==> config.mk <==
export PLATFORM = sky130hd
export DESIGN_NAME = mem_arbiter
export DESIGN_NICKNAME = d
export VERILOG_FILES = /design/src/rtl/mem_arbiter.sv
export SDC_FILE = /design/constraint.sdc
export NUM_CORES = 1
export LEC_CHECK = 0
export ABC_AREA = 1
export CAP_MARGIN = 20
export CORE_MARGIN = 4
export CORE_UTILIZATION = 45
export CTS_CLUSTER_DIAMETER = 120
export CTS_CLUSTER_SIZE = 28
export DETAILED_ROUTE_END_ITERATION = 10
export PLACE_DENSITY = 0.89
export SETUP_SLACK_MARGIN = 0.5
export SLEW_MARGIN = 20
export SYNTH_ARGS = -nofsm -noshare
export SYNTH_HDL_FRONTEND = slang
export SYNTH_SLANG_ARGS = --single-unit
==> constraint.sdc <==
create_clock -name clk -period 7.4 [get_ports clk]
set_input_delay 1.48 -clock clk [delete_from_list [all_inputs] [get_ports clk]]
set_output_delay 1.48 -clock clk [all_outputs]
set_load 0.05 [all_outputs]
==> src/rtl/mem_arbiter.sv <==
// rtl/mem_arbiter.sv - fixed-priority arbiter sharing one single-port memory between fetch and data requesters
module mem_arbiter #(
  parameter int TIMEOUT = 255
) (
  input  logic        clk,
  input  logic        rst,
  input  logic        if_req,
  input  logic [31:0] if_addr,
  output logic [31:0] if_rdata,
  output logic        if_ready,
  input  logic        mem_req,
  input  logic        mem_we,
  input  logic [31:0] mem_addr,
  input  logic [31:0] mem_wdata,
  input  logic [3:0]  mem_sel,
  output logic [31:0] mem_rdata,
  output logic        mem_ready,
  output logic        bus_req,
  output logic        bus_we,
  output logic [31:0] bus_addr,
  output logic [31:0] bus_wdata,
  output logic [3:0]  bus_sel,
  input  logic        bus_ack,
  input  logic [31:0] bus_rdata,
  output logic        stallreq_from_if,
  output logic        stallreq_from_mem,
  output logic        bus_err
);

  typedef enum logic [1:0] {IDLE, IF_BUSY, MEM_BUSY, DONE} state_e;

  // Abort fires on the TIMEOUT-th wait cycle, i.e. when the count of prior waits is TIMEOUT-1.
  localparam logic [7:0] TO_LAST = 8'(TIMEOUT - 1);

  state_e      state_q;
  logic [7:0]  cnt_q;
  logic        bus_req_q, bus_we_q;
  logic [31:0] bus_addr_q, bus_wdata_q;
  logic [3:0]  bus_sel_q;
  logic [31:0] if_rdata_q, mem_rdata_q;
  logic        if_ready_q, mem_ready_q, bus_err_q;

  always_ff @(posedge clk or posedge rst) begin
    if (rst) begin
      state_q     <= IDLE;
      cnt_q       <= 8'd0;
      bus_req_q   <= 1'b0;
      bus_we_q    <= 1'b0;
      bus_addr_q  <= 32'd0;
      bus_wdata_q <= 32'd0;
      bus_sel_q   <= 4'd0;
      if_rdata_q  <= 32'd0;
      mem_rdata_q <= 32'd0;
      if_ready_q  <= 1'b0;
      mem_ready_q <= 1'b0;
      bus_err_q   <= 1'b0;
    end else begin
      if_ready_q  <= 1'b0;
      mem_ready_q <= 1'b0;
      bus_err_q   <= 1'b0;
      case (state_q)
        IDLE: begin
          if (mem_req) begin
            state_q     <= MEM_BUSY;
            cnt_q       <= 8'd0;
            bus_req_q   <= 1'b1;
            bus_we_q    <= mem_we;
            bus_addr_q  <= mem_addr;
            bus_wdata_q <= mem_wdata;
            bus_sel_q   <= mem_sel;
          end else if (if_req) begin
            state_q     <= IF_BUSY;
            cnt_q       <= 8'd0;
            bus_req_q   <= 1'b1;
            bus_we_q    <= 1'b0;
            bus_addr_q  <= if_addr;
            bus_wdata_q <= 32'd0;
            bus_sel_q   <= 4'b1111;
          end
        end
        IF_BUSY, MEM_BUSY: begin
          // An ack on the timeout cycle still wins: it is a normal completion.
          if (bus_ack || cnt_q == TO_LAST) begin
            state_q   <= DONE;
            bus_req_q <= 1'b0;
            bus_err_q <= ~bus_ack;
            if (state_q == IF_BUSY) begin
              if_rdata_q <= bus_ack ? bus_rdata : 32'd0;
              if_ready_q <= 1'b1;
            end else begin
              mem_rdata_q <= bus_ack ? bus_rdata : 32'd0;
              mem_ready_q <= 1'b1;
            end
          end else begin
            cnt_q <= cnt_q + 8'd1;
          end
        end
        DONE: state_q <= IDLE;
        default: state_q <= IDLE;
      endcase
    end
  end

  assign if_rdata          = if_rdata_q;
  assign if_ready          = if_ready_q;
  assign mem_rdata         = mem_rdata_q;
  assign mem_ready         = mem_ready_q;
  assign bus_req           = bus_req_q;
  assign bus_we            = bus_we_q;
  assign bus_addr          = bus_addr_q;
  assign bus_wdata         = bus_wdata_q;
  assign bus_sel           = bus_sel_q;
  assign bus_err           = bus_err_q;
  assign stallreq_from_if  = if_req & ~if_ready_q;
  assign stallreq_from_mem = mem_req & ~mem_ready_q;

endmodule

==> results of run 1 <==
-- per-layer routing --
metal / GRT usage (%) / vias up / wire length (um)
met4: 8.23 / 0 / 357
li1: - / 2577 / -
met5: 0 / - / 0
met2: 40.6 / 258 / 9240
met3: 8.83 / 23 / 1850
met1: 28.8 / 2583 / 7340
-- state kept, by name, summed over array words and instances, names as in the netlist --
| signal | flops |
|---|---|
| if_ready | 1 |
| bus_we | 1 |
| bus_err | 1 |
| bus_wdata | 32 |
| state_q | 2 |
| cnt_q | 8 |
| bus_req | 1 |
| bus_sel | 4 |
| if_rdata | 32 |
| mem_ready | 1 |
| mem_rdata | 32 |
| bus_addr | 32 |
-- worst min-delay path, cell delays in order (launching register included) --
cell and delay (ps):
dfrtp_1 340, nand2_1 60, o21ai_2 50
-- report_power, final --
part           internal [W]  leakage [nW]  total, W  switching, W
Clock              0.000590         0.303  0.000915      0.000324
Sequential          0.00114          1.85   0.00133      0.000188
Combinational      0.000882          2.12   0.00270       0.00182
-- final timing paths --
check	endpoint	slack, ps	cells past startpoint
setup reg to reg	if_rdata[5]$_DFFE_PP0P_	5290	10
max in group asynchronous	if_ready$_DFF_PP0_	4460	3
hold reg to reg	mem_rdata[1]$_DFFE_PP0P_	480	2
hold / removal	mem_rdata[1]$_DFFE_PP0P_	480	2
setup / recovery	stallreq_from_mem	2270	6
min in group asynchronous	mem_ready$_DFF_PP0_	1600	2
-- synth_stat cells --
master	count
clkinv_1	1
buf_6	13
ha_1	5
nor3_1	1
o21ai_4	1
o21ai_2	47
o21ai_0	3
a22o_1	33
nand2_2	1
inv_1	18
nand3_2	2
a31oi_1	32
a21oi_1	1
buf_2	10
clkbuf_1	16
nand3_1	7
o22a_1	4
o21a_1	1
nand2_1	205
o21bai_1	1
o21ai_1	18
xor2_1	1
inv_2	1
nor2_1	42
dfrtp_1	147
nand2_4	1
nand3b_1	1
nor3b_1	2
nor2_2	1
-- final cells by class --
type | instances | share of cell area [%]
tap | 176 | 2.29
sequential | 147 | 38.3
multi-input combinational | 410 | 22.7
inverter | 20 | 0.833
clock inverter | 8 | 1.56
clock buffer | 23 | 4.97
timing repair buffer | 283 | 29.4
-- cells by family (layout without fill, tap and decap cells) --
family	count (synthesis)	count (layout)
compound gates	141	141
xor+xnor	1	1
fa+ha+maj	5	5
buf+inv	59	334
flops	147	147
simple gates	263	263
-- through the flow --
step                      instances  worst slack, ps
after global routing           1067             2150
after detailed placement       1035             2280
after CTS                      1066             2280
after floorplan                 616             1970
final                          1067             2270
after global placement         1035             2270
==> impl_metrics.ini, run 1 <==
[power]
total_power_w = 0.00495
cellPowerDensity_mw_per_mm2 = 514
irDropWorstVdd_mv = 0.276
p_leak_nw = 4.27

[clocking]
clock_latency_ps = 410
root_buffer = clkbuf_16
cts_hold_buffers = 0
cts_tree = built
clockBufferDepth = 2
path_clk_slew_ps = 50
cts_sinks = 147
htree_levels = 4
cts.repair.resized = 0
post_cts_buffers = 0
cts_made_buffers = 17

[status]
status = finished clean

[place]
place_area_sq_mm = 0.00897
gp_congestion = 0.824
dp_hpwl_um = 13200
io_buffers = 276

[drt]
post-route-drc-count = 0
first_pass_iters = 6
drtIter0Drc = 375
viasPerCell = 5.10
wl_um = 18800
wl_per_cell_um = 17.6
vias = 5441
ant_nets = 0

[synthesis]
synth_top_family_by_area = compound AO/OA/AOI/OAI gates
ys_ff_latch = 147
yosys.cell_types.count = 29
syn-cell-area_sq_mm = 0.00619
synthSimpleGateAreaFrac_pct = 16.7
synth_xor_area_share_pct = 0.141
synth_area_per_cell_sq_um = 10.1
yosysSeqAreaShare_pct = 59.4
synth.area.mux_share_pct = 0
synth_top_area_cell = dfrtp_1
syn-num-nets = 759
synth_top_cell_area_share_pct = 59.4
synth_fa_ha_area_share_pct = 1.01
synth_area_leaders = dfrtp_1 (59%), nand2_1 (12%), o21ai_2 (6.6%)
synthCells = 616
yosysWarnings = 0
synth_compound_area_share_pct = 17.4

[setup_path]
cp_slowest_cell = clkdlybuf4s50_1
start_kind = primary input
critPathRequiredTime_ps = 5920
worstPathArrival_ps = 3650
r2r_start = cnt_q[0]$_DFFE_PP0P_
path_class = in2out
crit_buf_inv = 5
crit_chain = clkdlybuf4s50_1, buf_4, clkinv_1, buf_4, nor2_1, clkdlybuf4s50_1
crit_family = buffers and inverters
crit_path_max_incr_delay_ps = 810
cp-startpoint = mem_req
worstSetupEndpointType = output port
path_max_fanout = 36

[worst_hold_path]
worstHoldStart = mem_rdata[1]$_DFFE_PP0P_
hold_class = reg2reg

[cells_and_area]
area_growth_pct = 55.3
n_fill_cell = 956
layout_commonest_cell = clkdlybuf4s50_1
drive_above_1_share_pct = 10.1
num_antenna_cells = 0
regArea_sq_mm = 0.00368
multi_input_area_sq_mm = 0.00218
num-nets-final = 1022
layout_common_cells = clkdlybuf4s50_1 (276), nand2_1 (205), dfrtp_1 (147)
fin_area_sq_mm = 0.00962
finish.utilization_pct = 72.0

[global_routing]
grtUsageTotal_pct = 24.1
grt_overflow_total = 0
grt_pass1_wl_um = 30000
grt_max_degree = 85
antenna_found_initial = 0
grt_pass1_vias = 5574

[floorplan]
fp.dieW_um = 125
die_h_um = 125
rows = 42
die_area_sq_mm = 0.0157
io-pin-count = 277
core_sq_mm = 0.0133
floorplan.initialDensity_pct = 46.4

[sta]
hold-worst-slack_ps = 477
finalHoldViolations = 0
fmax_mhz = 195
drv_slew = 0
tightest_slew_ps = 1020
fin_skew_ps = 8.39
setup_tns_ps = 0
finalCritPeriodShare_pct = 69.3
setup_violations = 0
rsz0062_at_grt = false
maxSlewHeadroom_pct = 32.2
post-route-min-period_ps = 5130

[job]
maxCapViolations = 0
Note: power is estimated with default switching activity, not from simulation.
==> inputs of run 2 (changes only) <==
--- a/config.mk
+++ b/config.mk
@@ -8,11 +8,11 @@
 export ABC_AREA = 1
 export CAP_MARGIN = 20
 export CORE_MARGIN = 4
-export CORE_UTILIZATION = 45
+export CORE_UTILIZATION = 38
 export CTS_CLUSTER_DIAMETER = 120
 export CTS_CLUSTER_SIZE = 28
 export DETAILED_ROUTE_END_ITERATION = 10
-export PLACE_DENSITY = 0.89
+export PLACE_DENSITY = 0.81
 export SETUP_SLACK_MARGIN = 0.5
 export SLEW_MARGIN = 20
 export SYNTH_ARGS = -nofsm -noshare
==> constraint.sdc (replaced) <==
create_clock -name clk -period 4.35 [get_ports clk]
set_input_delay 0.87 -clock clk [delete_from_list [all_inputs] [get_ports clk]]
set_output_delay 0.87 -clock clk [all_outputs]
set_load 0.05 [all_outputs]
==> run 2 against run 1 <==
Clock power rose by 60%. Sequential share of layout area fell by 0.31 points. Routed wire length rose by 0.54%. Clock-buffer cell count fell by 4. Non-clock buffer count rose by 7. Register-to-register slack got worse by 3100 ps. Highest routed layer unchanged.
==> impl_metrics.ini, run 2 (same netlist as run 1, synthesis figures left out) <==
[floorplan]
die_h_um = 136
fp.dieW_um = 136
io-pin-count = 277
floorplan.initialDensity_pct = 38.8
die_area_sq_mm = 0.0184
core_sq_mm = 0.0159
rows = 46

[cells_and_area]
fin_area_sq_mm = 0.00969
drive_above_1_share_pct = 11.3
layout_common_cells = clkdlybuf4s50_1 (275), nand2_1 (205), dfrtp_1 (147)
layout_commonest_cell = clkdlybuf4s50_1
num-nets-final = 1029
finish.utilization_pct = 60.8
area_growth_pct = 56.6

[setup_path]
rrSetupSlack_ps = 2190
critPathRequiredTime_ps = 3480
worstPathArrival_ps = 2560
path_class = in2out
worstSetupEndpointType = output port
path_max_fanout = 2
start_kind = primary input

[place]
place_area_sq_mm = 0.00910
dp_slack_ps = 876
io_buffers = 276
gp_congestion = 0.818
dp_hpwl_um = 13800

[global_routing]
grt_pass1_vias = 5362
grt_overflow_total = 0
grt_max_degree = 65
grtUsageTotal_pct = 20.4
grt_pass1_wl_um = 29000
antenna_found_initial = 2

[sta]
fin_skew_ps = 8.68
finalHoldViolations = 0
drv_slew = 0
rsz0062_at_grt = false
tightest_slew_ps = 1030
post-route-min-period_ps = 3430
fin_ws_ps = 919
maxSlewHeadroom_pct = 31.2
setup_violations = 0
setup_tns_ps = 0
finalCritPeriodShare_pct = 78.9
fmax_mhz = 291
hold-worst-slack_ps = 477

[power]
irDropWorstVdd_mv = 0.465
cellPowerDensity_mw_per_mm2 = 859
p_leak_nw = 4.29

[clocking]
post_cts_buffers = 0
cts_sinks = 147
cts_made_buffers = 17
clock_latency_ps = 420
htree_levels = 4
root_buffer = clkbuf_16
clockBufferDepth = 2
cts_tree = built
path_clk_slew_ps = 60
cts.repair.resized = 0
cts_hold_buffers = 0

[drt]
first_pass_iters = 4
wl_per_cell_um = 16.9
viasPerCell = 4.77
post-route-drc-count = 0
wl_um = 18900
drtIter0Drc = 228
ant_nets = 0
vias = 5331

[worst_hold_path]
hold_class = reg2reg

[status]
status = finished clean

[job]
maxCapViolations = 0
[run 2: path summary, 6_finish.rpt]
check,start,end,cells past startpoint
max,if_req,stallreq_from_if,4
min,if_rdata[13]$_DFFE_PP0P_,if_rdata[13]$_DFFE_PP0P_,2
max reg2reg,state_q[1]$_DFFE_PP0P_,bus_wdata[12]$_DFFE_PP0P_,5
min reg2reg,if_rdata[13]$_DFFE_PP0P_,if_rdata[13]$_DFFE_PP0P_,2
max in group asynchronous,rst,cnt_q[6]$_DFFE_PP0P_,3
min in group asynchronous,rst,bus_addr[4]$_DFFE_PP0P_,2
[run 2: power by group]
part	leakage [nW]	switching (W)	internal (W)
clock network	0.288	0.000625	0.000837
registers	1.85	0.000317	0.00194
logic	2.15	0.00310	0.00151
total	4.29	0.00404	0.00428
[run 2: per-stage QoR]
stage                     total power (W)  instances
after detailed placement          0.00690       1083
after global placement            0.00684       1083
after CTS                         0.00840       1115
after global routing              0.00875       1117
after floorplan                   0.00538        616
final                             0.00833       1117
[run 2: per-layer routing]
layer | share of wire (%) | track usage (%)
met1 | 39 | 24.2
met2 | 46 | 31.8
met3 | 12 | 10.3
met4 | 2.2 | 7.89
met5 | 0 | 0
[run 2: cell type report]
type                       instances  area, sq um
timing repair buffer             290         2890
sequential                       147         3680
clock inverter                    13          136
inverter                          20         78.8
clock buffer                      19          453
fill                            1321         6250
multi-input combinational        410         2180
antenna                            2         5.00
tap                              216          270
[run 2: critical path, stage by stage]
cell             delay, ps
clkdlybuf4s50_1        580
inv_1                   90
nor2_1                 150
clkdlybuf4s50_1        860
